`config.mk`:
```
export PLATFORM = sky130hd
export DESIGN_NAME = spi_slave_regs
export DESIGN_NICKNAME = d
export VERILOG_FILES = /design/src/rtl/spi_pkg.sv /design/src/rtl/spi_sync_edge.sv /design/src/rtl/spi_slave_regs.sv
export SDC_FILE = /design/constraint.sdc
export NUM_CORES = 1
export LEC_CHECK = 0
export CAP_MARGIN = 5
export CORE_MARGIN = 1
export CORE_UTILIZATION = 61
export CTS_CLUSTER_DIAMETER = 200
export CTS_CLUSTER_SIZE = 25
export DETAILED_ROUTE_END_ITERATION = 8
export GPL_TIMING_DRIVEN = 0
export PLACE_DENSITY = 0.77
export SYNTH_ARGS = -nofsm -noshare
export SYNTH_HDL_FRONTEND = slang
export SYNTH_SLANG_ARGS = --single-unit
```
`constraint.sdc`:
```
create_clock -name clock -period 2.9 [get_ports clock]
set_input_delay 0.58 -clock clock [delete_from_list [all_inputs] [get_ports clock]]
set_output_delay 0.58 -clock clock [all_outputs]
set_load 0.02 [all_outputs]
```
`src/rtl/spi_pkg.sv`:
```
// Shared constants and FSM state type for the SPI register target.
package spi_pkg;

  localparam logic [7:0]  SLAVE_IDW_DEF = 8'h64;
  localparam logic [7:0]  SLAVE_IDR_DEF = 8'h65;
  localparam int unsigned ID_END        = 8;
  localparam int unsigned ADDR_END      = 16;
  localparam int unsigned FRAME_BITS    = 24;

  typedef enum logic [2:0] {
    ST_IDLE,
    ST_ID,
    ST_ADDR,
    ST_DATA,
    ST_SKIP
  } spi_state_t;

endpackage

```
`src/rtl/spi_sync_edge.sv`:
```
// Two-flop synchroniser with rise/fall detect on the synchronised copy.
// Flops reset low so a line already held low across reset never yields a fall.
module spi_sync_edge (
  input  logic clock,
  input  logic n_reset,
  input  logic din,
  output logic rise,
  output logic fall
);

  logic meta_q, meta_d;
  logic sync_q, sync_d;
  logic prev_q, prev_d;

  always_comb begin
    meta_d = din;
    sync_d = meta_q;
    prev_d = sync_q;
  end

  always_ff @(posedge clock or negedge n_reset) begin
    if (!n_reset) begin
      meta_q <= 1'b0;
      sync_q <= 1'b0;
      prev_q <= 1'b0;
    end else begin
      meta_q <= meta_d;
      sync_q <= sync_d;
      prev_q <= prev_d;
    end
  end

  assign rise = sync_q & ~prev_q;
  assign fall = ~sync_q & prev_q;

endmodule

```
`src/rtl/spi_slave_regs.sv`:
```
// SPI mode-0 target for the 24-bit ID/addr/data frame with a byte register file.
// Optional SPI_SLAVE_REGS_STATUS_EN adds a completed-frame counter readable at 8'hFF.
module spi_slave_regs
  import spi_pkg::*;
#(
  parameter logic [7:0]  SLAVE_IDW = SLAVE_IDW_DEF,
  parameter logic [7:0]  SLAVE_IDR = SLAVE_IDR_DEF,
  parameter int unsigned DEPTH     = 16
) (
  input  logic       clock,
  input  logic       n_reset,
  input  logic       ss,
  input  logic       sck,
  input  logic       mosi,
  output logic       miso,
  output logic       miso_oe,
  output logic       wr_pulse,
  output logic [7:0] wr_addr,
  output logic [7:0] wr_data,
  output logic       frame_err,
  input  logic [7:0] host_addr,
  output logic [7:0] host_rdata
);

  localparam int unsigned AW        = (DEPTH > 1) ? $clog2(DEPTH) : 1;
  localparam logic [8:0]  DEPTH_LIM = 9'(DEPTH);

  function automatic logic in_range(input logic [7:0] a);
    return {1'b0, a} < DEPTH_LIM;
  endfunction

  function automatic logic [AW-1:0] reg_index(input logic [7:0] a);
    return a[AW-1:0];
  endfunction

  logic ss_rise, ss_fall;
  logic sck_rise, sck_fall;

  spi_sync_edge u_ss_sync (
    .clock   (clock),
    .n_reset (n_reset),
    .din     (ss),
    .rise    (ss_rise),
    .fall    (ss_fall)
  );

  spi_sync_edge u_sck_sync (
    .clock   (clock),
    .n_reset (n_reset),
    .din     (sck),
    .rise    (sck_rise),
    .fall    (sck_fall)
  );

  logic mosi_meta_q, mosi_meta_d;
  logic mosi_s_q, mosi_s_d;

  always_comb begin
    mosi_meta_d = mosi;
    mosi_s_d    = mosi_meta_q;
  end

  always_ff @(posedge clock or negedge n_reset) begin
    if (!n_reset) begin
      mosi_meta_q <= 1'b0;
      mosi_s_q    <= 1'b0;
    end else begin
      mosi_meta_q <= mosi_meta_d;
      mosi_s_q    <= mosi_s_d;
    end
  end

  spi_state_t state_q;
  logic [4:0] bit_cnt_q;
  logic [7:0] shift_in_q;
  logic [7:0] shift_out_q;
  logic [7:0] addr_q;
  logic       rw_q;
  logic       miso_q;
  logic       miso_oe_q;
  logic       wr_pulse_q;
  logic [7:0] wr_addr_q;
  logic [7:0] wr_data_q;
  logic       frame_err_q;
  logic [7:0] regs_q [DEPTH];
`ifdef SPI_SLAVE_REGS_STATUS_EN
  logic [7:0] frame_cnt_q;
`endif

  logic [4:0] cnt_next;
  logic [7:0] shift_next;
  logic [7:0] spi_rdata;
  logic       in_frame;

  always_comb begin
    cnt_next   = bit_cnt_q + 5'd1;
    shift_next = {shift_in_q[6:0], mosi_s_q};
    in_frame   = (state_q == ST_ID) || (state_q == ST_ADDR) || (state_q == ST_DATA);
  end

  // Read data for the SPI side is looked up from the address byte as it completes.
  always_comb begin
    spi_rdata = 8'h00;
    if (in_range(shift_next)) begin
      spi_rdata = regs_q[reg_index(shift_next)];
    end
`ifdef SPI_SLAVE_REGS_STATUS_EN
    else if (shift_next == 8'hFF) begin
      spi_rdata = frame_cnt_q;
    end
`endif
  end

  always_comb begin
    host_rdata = 8'h00;
    if (in_range(host_addr)) begin
      host_rdata = regs_q[reg_index(host_addr)];
    end
`ifdef SPI_SLAVE_REGS_STATUS_EN
    else if (host_addr == 8'hFF) begin
      host_rdata = frame_cnt_q;
    end
`endif
  end

  always_ff @(posedge clock or negedge n_reset) begin
    if (!n_reset) begin
      state_q     <= ST_IDLE;
      bit_cnt_q   <= '0;
      shift_in_q  <= '0;
      shift_out_q <= '0;
      addr_q      <= '0;
      rw_q        <= 1'b0;
      miso_q      <= 1'b0;
      miso_oe_q   <= 1'b0;
      wr_pulse_q  <= 1'b0;
      wr_addr_q   <= '0;
      wr_data_q   <= '0;
      frame_err_q <= 1'b0;
      for (int unsigned i = 0; i < DEPTH; i++) begin
        regs_q[AW'(i)] <= '0;
      end
`ifdef SPI_SLAVE_REGS_STATUS_EN
      frame_cnt_q <= '0;
`endif
    end else begin
      wr_pulse_q  <= 1'b0;
      frame_err_q <= 1'b0;
      // ss release wins over any sck edge seen in the same cycle.
      if (ss_rise) begin
        if (in_frame && (bit_cnt_q != 5'd0)) begin
          frame_err_q <= 1'b1;
        end
        state_q   <= ST_IDLE;
        miso_q    <= 1'b0;
        miso_oe_q <= 1'b0;
      end else begin
        case (state_q)
          ST_IDLE: begin
            if (ss_fall) begin
              state_q   <= ST_ID;
              bit_cnt_q <= '0;
            end
          end
          ST_ID: begin
            if (sck_rise) begin
              bit_cnt_q  <= cnt_next;
              shift_in_q <= shift_next;
              if (cnt_next == 5'(ID_END)) begin
                if ((shift_next == SLAVE_IDW) || (shift_next == SLAVE_IDR)) begin
                  rw_q    <= (shift_next == SLAVE_IDR);
                  state_q <= ST_ADDR;
                end else begin
                  state_q <= ST_SKIP;
                end
              end
            end
          end
          ST_ADDR: begin
            if (sck_rise) begin
              bit_cnt_q  <= cnt_next;
              shift_in_q <= shift_next;
              if (cnt_next == 5'(ADDR_END)) begin
                addr_q  <= shift_next;
                state_q <= ST_DATA;
                if (rw_q) begin
                  shift_out_q <= spi_rdata;
                  miso_oe_q   <= 1'b1;
                end
              end
            end
          end
          ST_DATA: begin
            if (sck_rise) begin
              bit_cnt_q  <= cnt_next;
              shift_in_q <= shift_next;
              if (cnt_next == 5'(FRAME_BITS)) begin
                state_q <= ST_IDLE;
                if (!rw_q && in_range(addr_q)) begin
                  regs_q[reg_index(addr_q)] <= shift_next;
                  wr_pulse_q <= 1'b1;
                  wr_addr_q  <= addr_q;
                  wr_data_q  <= shift_next;
                end
`ifdef SPI_SLAVE_REGS_STATUS_EN
                frame_cnt_q <= frame_cnt_q + 8'd1;
`endif
              end
            end else if (sck_fall && rw_q) begin
              miso_q      <= shift_out_q[7];
              shift_out_q <= {shift_out_q[6:0], 1'b0};
            end
          end
          ST_SKIP: begin
            state_q <= ST_SKIP;
          end
          default: begin
            state_q <= ST_IDLE;
          end
        endcase
      end
    end
  end

  assign miso      = miso_q;
  assign miso_oe   = miso_oe_q;
  assign wr_pulse  = wr_pulse_q;
  assign wr_addr   = wr_addr_q;
  assign wr_data   = wr_data_q;
  assign frame_err = frame_err_q;

endmodule

```
[Yosys cells after proc, flatten, opt, wreduce, memory -nomap -nowiden]
Cells that the tools add are included.
W data, S select, Z words.
Word-level totals
  flip-flop bits (word level): 188
  bits of input ports: 13
  output and inout bits: 28
  word-level logic and storage cells: 154
Operators by class
  add/subtract/negate cells: 1
  $lt $le $gt $ge: 7
  eq/ne operators: 24
  mux-type cells: 46
  bitwise logic cells: 12
  reduce and logical (&&, ||, !) cells: 28
Operators by type and width (count)
  $bwmux W128: 1
  $mux W8: 12
  $bmux W8 S4: 2
  $demux W8 S4: 1
  $mux W3: 9
  $lt A8 B5 Y1 const B: 3
  $eq A8 B7 Y1 const B: 2
  $mux W1: 16
  $pmux W8 S2: 1
  $reduce_bool A2 Y1: 8
  $ge A5 B5 Y1 const B: 3
  $not A4 Y5: 3
  $pmux W3 S5: 1
  $reduce_and A7 Y1: 2
  $ne A3 B3 Y1 const B: 4
  $reduce_and A4 Y1: 3
  $eq A5 B5 Y1 const B: 2
  $mux W5: 2
  $ne A2 B2 Y1 const B: 5
  $pmux W5 S2: 1
  $reduce_and A5 Y1: 2
  $ne A3 B2 Y1 const B: 3
  $eq A3 B2 Y1 const B: 2
  $ne A2 B1 Y1 const B: 3
  14 further kinds: 27

[Logic depth before layout (Yosys ltp)]
Gate-level depths: netlist of run 1.
  depth in word-level cells: 9
  mapped depth: 9
  mapped depth without buffers: 7

[Hierarchy]
From an unflattened synthesis of run 1, not the netlist that was laid out.
Second synthesis, totals
  cells, all modules: 635
  area, all modules: 9678.0 sq um
Modules (own cells, without submodules)
  spi_slave_regs: times used 1, cells each 625, area each 9497.9 sq um, sequential area each 4554.4 sq um
  spi_sync_edge: times used 2, cells each 5, area each 90.1 sq um, sequential area each 75.1 sq um

[Least setup slack after synthesis of run 1]
No wires, ideal clock.
  path type: input port to output port
  start: in host_addr[0]
  end: out host_rdata[0]
  arrival time: 2270 ps
  slack: 50 ps
  stages: 5
  path buffers: 2
  cells stage by stage: clkbuf_1 -> buf_2 -> mux4_2 -> mux4_2 -> nor2b_1
On the way
  longest elaborated chain between the ends: 5
  elaborated cells between the ends (all ways): 6
  those cells by class: order compare: 1; mux: 4; bitwise: 1
Ends and longest elaborated chain
  start, declared: RTL line spi_slave_regs.sv:21  | input logic [7:0] host_addr,
  $not A4 Y5 (implied by the code): RTL line spi_slave_regs.sv:117  | host_rdata = regs_q[reg_index(host_addr)];
  $bmux W8 S4: RTL line spi_slave_regs.sv:117
  $mux W8 (implied by the code) (2 in series): RTL line spi_slave_regs.sv:117
  $mux W8 (*): RTL line spi_slave_regs.sv:116  | if (in_range(host_addr)) begin
  end, declared: RTL line spi_slave_regs.sv:22  | output logic [7:0] host_rdata
Every way passes the cells marked *; elsewhere a longest branch is shown, timed or not. The select of a mux whose other input is x is not followed.

[Worst setup path in the final report of run 1]
  start: in host_addr[0]
  end: out host_rdata[6]
Same word-level chain as after synthesis.

==> results of run 1 <==
[cell type report]
| class | count | area (um2) |
|---|---|---|
| sequential | 188 | 4710 |
| buffer | 51 | 343 |
| fill | 950 | 4000 |
| multi-input combinational | 459 | 4720 |
| clock buffer | 17 | 425 |
| tap | 211 | 264 |
| timing repair buffer | 54 | 606 |
| inverter | 6 | 22.5 |
| clock inverter | 14 | 171 |
[final timing paths]
| check | end | start | slack (ps) |
|---|---|---|---|
| worst max-delay path | host_rdata[6] | host_addr[0] | 30 |
| worst min-delay path | wr_data[3]$_DFFE_PN0P_ | n_reset | 100 |
| worst max register to register | regs_q[82]$_DFFE_PN0P_ | addr_q[7]$_DFFE_PN0P_ | 40 |
| worst min register to register | u_ss_sync.prev_d$_DFF_PN0_ | u_ss_sync.meta_q$_DFF_PN0_ | 350 |
| max in group asynchronous | regs_q[13]$_DFFE_PN0P_ | n_reset | 1860 |
| min in group clock | u_ss_sync.prev_d$_DFF_PN0_ | u_ss_sync.meta_q$_DFF_PN0_ | 350 |
[power breakdown]
part	internal (mW)	switching (mW)	leakage (nW)
clock	1.35	1.03	0.285
sequential	2.70	0.0810	2.60
combinational	0.511	1.09	2.38
total	4.56	2.20	5.26
[layout by cell type, fill, tap and decap left out, types with 4 or more instances in the layout]
master           instances
a22oi_1                 14
a32oi_1                  6
and2_1                   7
buf_1                    5
buf_12                   8
buf_2                   13
buf_4                    7
clkbuf_1                27
clkbuf_16               21
clkbuf_2                 4
clkdlybuf4s50_1         27
clkinv_4                 4
dfrtp_1                186
ha_1                     4
inv_1                    6
mux2_2                 145
mux2i_1                 34
mux4_2                  60
nand2_1                 72
nand3_1                  7
nand3_2                  6
nor2_1                  16
nor2b_1                 13
nor3_1                   4
nor4_1                   7
o21ai_0                 16
[kinds of logic after synthesis]
group	after synthesis	share of synthesized area
multiplexers	241	0.349
flip-flops	188	0.491
AND/OR/NAND/NOR	165	0.0928
buffers and inverters	59	0.0256
AO/OA/AOI/OAI	45	0.0311
adder cells (fa/ha/maj)	5	0.00652
XOR/XNOR	3	0.00431
[flip-flops by register name, indices dropped and copies added, names as in the netlist]
signal / cells
addr_q: 8
bit_cnt_q: 5
frame_err: 1
miso: 1
miso_oe: 1
mosi_meta_q: 1
mosi_s_q: 1
regs_q: 128
rw_q: 1
shift_in_q: 7
shift_out_q: 8
state_q: 3
u_sck_sync.meta_q: 1
u_sck_sync.prev_d: 1
u_sck_sync.prev_q: 1
u_ss_sync.meta_q: 1
u_ss_sync.prev_d: 1
u_ss_sync.prev_q: 1
wr_addr: 8
wr_data: 8
wr_pulse: 1
[worst reg2reg max path, cell delays in order, from the launching register on]
cell and delay [ps]:
dfrtp_1 380, nor4_1 540, nand4_1 300, nor4_4 520
buf_4 300, nand3_2 310, mux2_2 400
[routing by layer]
metal / vias up / global-route usage / share of wire
met5: - / 0 / 0
met4: 0 / 0.147 / 0.029
met3: 60 / 0.0766 / 0.080
met2: 340 / 0.536 / 0.48
met1: 3483 / 0.458 / 0.41
li1: 2780 / - / -
[metrics by stage]
step           hold WS (ps)  area (um2)  power [mW]   TNS, ps
6_report               97.7       11300        6.76         0
5_1_grt                 140       11300        6.96      -887
4_1_cts                 125       11100        6.69     -6360
3_5_place_dp            339       10300        4.31    -19680
3_3_place_gp            336       10200        4.26  -1154280
2_1_floorplan           284        9590        3.75         0
[what timing repair did]
item,in CTS,in global routing
resized for setup,68,26
pin swaps,5,2
setup endpoints to repair,112,135
cloned,2,1
buffers inserted,7,4
==> out/results.tsv, run 1 <==
stage	metric	value	unit
setup_path	rr_worst_depth	6	
die	start_util	0.628	
setup_path	criticalPathCategory	in -> out	
global_routing	gr-total-overflow	0	
run_status	outcome	completed	
clocking	cts_num_sinks	188	
global_routing	first_global_vias	6816	
hold_path	hold_path.class	in -> async	
global_routing	grt_max_degree	118	
yosys	synth-async-reset-ratio	1.00	
setup_path	cp-start-kind	input pin	
yosys	synth.most_common_cell	dfrtp_1	
timing	relSlewSlack	0.265	
die	core_region_area	15300	um2
placed_design	post-dp-hpwl	16.9	mm
yosys	synth_area_leaders	dfrtp_1 49%, mux2_2 17%, mux4_2 14%, mux2i_1 3.5%, nand2_1 2.8%	
cells_and_area	postLayoutCoreUtil	0.738	
setup_path	cpMostUsedCell	mux4_2	
clocking	path_clk_slew	70	ps
timing	finalSetupViolCount	0	
die	rows	45	
global_routing	grt_usage	0.340	
yosys	avgSynthCellArea	13.6	um2
timing	final_hold_viol_count	0	
setup_path	cp_max_fo	8	
setup_path	worstPathArrival	2290	ps
clocking	worstSkewPairLatency	440	ps
clocking	cts_hold_buf	0	
detailed_routing	initialDrtViolationCount	727	
global_routing	grt_first_pass_wirelength	39.7	mm
yosys	synth_seq_cells	188	
clocking	cts_tree	done	
yosys	yosys_warnings	0	
placed_design	gp_congestion	0.916	
die	io_pins	41	
setup_path	path_cells	clkbuf_16, buf_12, mux4_2, mux4_2, nor2b_2, buf_6	
setup_path	slowest_stage	mux4_2	
cells_and_area	fin_cells	1000	
detailed_routing	vias	6663	
pwr	ir_worst_vdd	0.504	mV
detailed_routing	route.detailed.drc	0	
setup_path	slowest_delay	550	ps
timing	layout_worst_path_cycle_share	0.991	
die	die_w	127	um
cells_and_area	antenna_cells	0	
clocking	cts_made_buffers	17	
global_routing	antenna_found_initial	0	
die	die_h	127	um
timing	fin_ws	25.5	ps
setup_path	critPathRequiredTime	2320	ps
placed_design	dp_slack	-1290	ps
timing	fin_crit	2870	ps
setup_path	critPathCaptureType	primary output	
cells_and_area	area_growth	17.4	%
detailed_routing	drt-pass1-iter-count	7	
detailed_routing	drt_wl_total	26.1	mm
yosys	synthCells	706	
setup_path	crit_family	multiplexers	
clocking	clockBufferDepth	2	
yosys	synth.top_cells.by_count	188 x dfrtp_1, 145 x mux2_2, 72 x nand2_1	
yosys	synth_edf_count	0	
cells_and_area	drive_gt1_frac	0.387	
cells_and_area	nNetsFinal	795	
setup_path	crit_cells	6	
clocking	h-tree-depth	4	
detailed_routing	ant_nets	0	
yosys	synth_top_area_frac	0.491	
yosys	syn_nets	724	
yosys	yosysUniqueCellTypes	48	
pwr	power.density	601	nW/um2
timing	slew_violations	0	
detailed_routing	via_per_inst	6.66	
clocking	root_buffer	clkbuf_16	
placed_design	dp.cells	956	
job	max_cap_viol_count	0	
timing	finClkSkew	6.55	ps
setup_path	cp_num_buf_inv	3	
yosys	ys.flop_type	dfrtp_1	
detailed_routing	avgRoutedWirePerCell	26.1	um
placed_design	port_buffers	37	
timing	fmax	348	MHz
yosys	ys_seq_area_frac	0.491	
yosys	yosysTopAreaCell	dfrtp_1	
yosys	syn_area	9590	um2
pwr	leakage	5.26	nW
die	die-area	16200	um2
timing	tightest_slew	1100	ps
Power figures use the tool's default switching activity.
==> run 2, diff against run 1 <==
--- a/config.mk
+++ b/config.mk
@@ -6,13 +6,13 @@
 export NUM_CORES = 1
 export LEC_CHECK = 0
 export CAP_MARGIN = 5
-export CORE_MARGIN = 1
+export CORE_MARGIN = 2
 export CORE_UTILIZATION = 61
 export CTS_CLUSTER_DIAMETER = 200
 export CTS_CLUSTER_SIZE = 25
 export DETAILED_ROUTE_END_ITERATION = 8
 export GPL_TIMING_DRIVEN = 0
-export PLACE_DENSITY = 0.77
+export PLACE_DENSITY = 0.89
 export SYNTH_ARGS = -nofsm -noshare
 export SYNTH_HDL_FRONTEND = slang
 export SYNTH_SLANG_ARGS = --single-unit
==> run 2 against run 1 <==
Clock power about the same. Via count up 5.2%. Wire length up 6.3%. Count of clock-buffer cells in the layout up 7. Sequential power about the same. Critical path type unchanged. Largest power group unchanged. Highest routed layer unchanged.
==> out/results.tsv, run 2 (synthesized netlist as in run 1, its figures left out) <==
stage	metric	value	unit	change
clocking	worstSkewPairLatency	450	ps	about the same
timing	fin_crit	2870	ps	-2.81 ps
run_status	outcome	completed		
cells_and_area	drive_gt1_frac	0.373		-0.0136
detailed_routing	avgRoutedWirePerCell	27.9	um	+7.0%
global_routing	grt_max_degree	133		+13%
die	core_region_area	15300	um2	unchanged
placed_design	port_buffers	37		unchanged
setup_path	cpMostUsedCell	mux4_2		
clocking	h-tree-depth	4		unchanged
cells_and_area	fillers	885		-6.8%
setup_path	critPathCaptureType	primary output		
detailed_routing	route.detailed.drc	0		unchanged
cells_and_area	final_common_cell	dfrtp_1		
clocking	clockBufferDepth	2		unchanged
placed_design	dp_slack	-1100	ps	+187 ps
global_routing	grt_first_pass_wirelength	41.3	mm	+4.1%
timing	slew_violations	0		unchanged
placed_design	dp.cells	955		-0.10%
timing	relSlewSlack	0.0905		-0.174
timing	final_hold_viol_count	0		unchanged
clocking	cts_made_buffers	17		unchanged
clocking	cts_tree	done		
pwr	switching_share	0.323		-0.00230
global_routing	first_global_vias	7091		+4.0%
die	die_w	129	um	+1.6%
setup_path	cp_max_fo	8		unchanged
pwr	seq_power_share	0.415		+0.004
timing	whs	45.5	ps	-52.2 ps
timing	fin_ws	28.3	ps	+2.81 ps
cells_and_area	nNetsFinal	789		-0.75%
pwr	p_clk_frac	0.350		-0.003
setup_path	slowest_stage	mux4_2		
pwr	p_sw	2.17	mW	-1.3%
pwr	intPower	4.55	mW	-0.26%
hold_path	hold_path.class	in -> async		
setup_path	cp_num_buf_inv	3		unchanged
cells_and_area	postLayoutCoreUtil	0.736		-0.00131
cells_and_area	area_growth	17.2	%	
die	die_h	129	um	+1.6%
die	die-area	16700	um2	+3.2%
die	io_pins	41		unchanged
setup_path	criticalPathCategory	in -> out		
pwr	ir_worst_vdd	0.488	mV	-3.2%
setup_path	worstPathArrival	2290	ps	about the same
job	max_cap_viol_count	0		unchanged
die	rows	45		unchanged
global_routing	gr-total-overflow	0		unchanged
placed_design	post-dp-hpwl	16.8	mm	-0.33%
timing	finalSetupViolCount	0		unchanged
pwr	leakage	5.24	nW	-0.41%
detailed_routing	ant_nets	0		unchanged
setup_path	slowest_delay	530	ps	-20 ps
timing	fmax	348	MHz	about the same
setup_path	crit_family	multiplexers		
setup_path	cp-start-kind	input pin		
global_routing	grt_usage	0.338		-0.00165
detailed_routing	vias	7011		+5.2%
setup_path	critPathRequiredTime	2320	ps	about the same
clocking	path_clk_slew	60	ps	about the same
cells_and_area	antenna_cells	0		unchanged
pwr	power.density	598	nW/um2	-0.42%
clocking	cts_num_sinks	188		unchanged
detailed_routing	via_per_inst	7.05		+5.9%
die	start_util	0.628		unchanged
clocking	root_buffer	clkbuf_16		
global_routing	antenna_found_initial	0		unchanged
pwr	p_comb_frac	0.235		-0.002
timing	layout_worst_path_cycle_share	0.990		about the same
cells_and_area	largest_reg_flops	128		unchanged
detailed_routing	drt_wl_total	27.7	mm	+6.3%
detailed_routing	drt-pass1-iter-count	5		-2
timing	finClkSkew	14.0	ps	+7.40 ps
clocking	cts_hold_buf	0		unchanged
placed_design	gp_congestion	0.897		-2.1%
cells_and_area	fin_cells	994		-0.60%
setup_path	path_cells	clkbuf_16, buf_12, mux4_2, mux4_2, nor2b_1, buf_4		
detailed_routing	initialDrtViolationCount	878		+21%
cells_and_area	most-common-layout-cells	186 x dfrtp_1, 145 x mux2_2, 72 x nand2_1, 60 x mux4_2, 34 x mux2i_1		
cells_and_area	regMostFlops	regs_q		
timing	tightest_slew	1350	ps	+249 ps
==> run 2: changes by cell type in the layout (fill, tap and decap cells not counted), moves of 2 or more <==
| cell | before | now |
|---|---|---|
| nand3_2 | 6 | 1 |
| nand3_4 | 2 | 7 |
| clkbuf_1 | 27 | 31 |
| clkinv_4 | 4 | 0 |
| clkbuf_8 | 1 | 4 |
| buf_2 | 13 | 11 |
| buf_4 | 7 | 5 |
| buf_6 | 3 | 1 |
| clkbuf_2 | 4 | 2 |
| clkinvlp_4 | 3 | 1 |
| nor2b_1 | 13 | 15 |
==> run 2: stage by stage <==
stage                     area, um2  total power [mW]  TNS (ps)
after floorplan                9590              3.75         0
after global placement        10200              4.20  -1122300
after detailed placement      10300              4.28    -12530
after CTS                     11100              6.59         0
after global routing          11200              6.88     -43.0
final                         11200              6.72         0
==> run 2: layout make-up <==
class	instances	area, um2	share of cell area
multi-input combinational	459	4750	0.422
sequential	188	4710	0.419
timing repair buffer	48	561	0.0499
clock buffer	24	492	0.0438
buffer	51	355	0.0316
tap	211	264	0.0235
clock inverter	7	87.6	0.00780
inverter	6	22.5	0.00200
==> run 2: final timing paths <==
| path | from | end | slack, ps | cells after the start |
|---|---|---|---|---|
| worst min register to register | u_sck_sync.meta_q$_DFF_PN0_ | u_sck_sync.prev_d$_DFF_PN0_ | 360 | 0 |
| worst max register to register | shift_in_q[1]$_DFFE_PN0P_ | shift_out_q[2]$_DFFE_PN0P_ | 50 | 7 |
| worst max-delay path | host_addr[0] | host_rdata[6] | 30 | 6 |
| min in group clock | u_sck_sync.meta_q$_DFF_PN0_ | u_sck_sync.prev_d$_DFF_PN0_ | 360 | 0 |
| max in group asynchronous | n_reset | regs_q[97]$_DFFE_PN0P_ | 1880 | 2 |
| worst min-delay path | n_reset | miso$_DFFE_PN0P_ | 50 | 1 |
==> run 2: power by group through the flow <==
stage	Combinational, mW	Sequential (mW)	Clock (mW)
global route	1.65	2.79	2.44
floorplan	0.952	2.80	0
finish	1.58	2.79	2.35
CTS	1.51	2.77	2.31
global placement	1.39	2.82	0
detailed placement	1.46	2.82	0
==> run 2: what timing repair did <==
| item | CTS | global route |
|---|---|---|
| cloned | 3 | 0 |
| pin swaps | 4 | 2 |
| gates resized for setup | 78 | 15 |
| endpoints found under the setup margin | 128 | 133 |
| setup buffers | 4 | 3 |
==> run 2: layer usage <==
metal / vias up / share of wire / GRT usage
li1: 2760 / - / -
met2: 572 / 0.47 / 0.533
met1: 3525 / 0.36 / 0.441
met5: - / 0 / 0
met3: 154 / 0.11 / 0.0776
met4: 0 / 0.058 / 0.182
==> run 2: worst register-to-register path, cell delays in order, from the launching register on <==
cell and delay, ps:
dfrtp_1 340, clkbuf_1 520, clkbuf_1 670, nor2b_1 300, a22oi_1 390, a32oi_1 180, o21ai_0 200, mux2_2 190
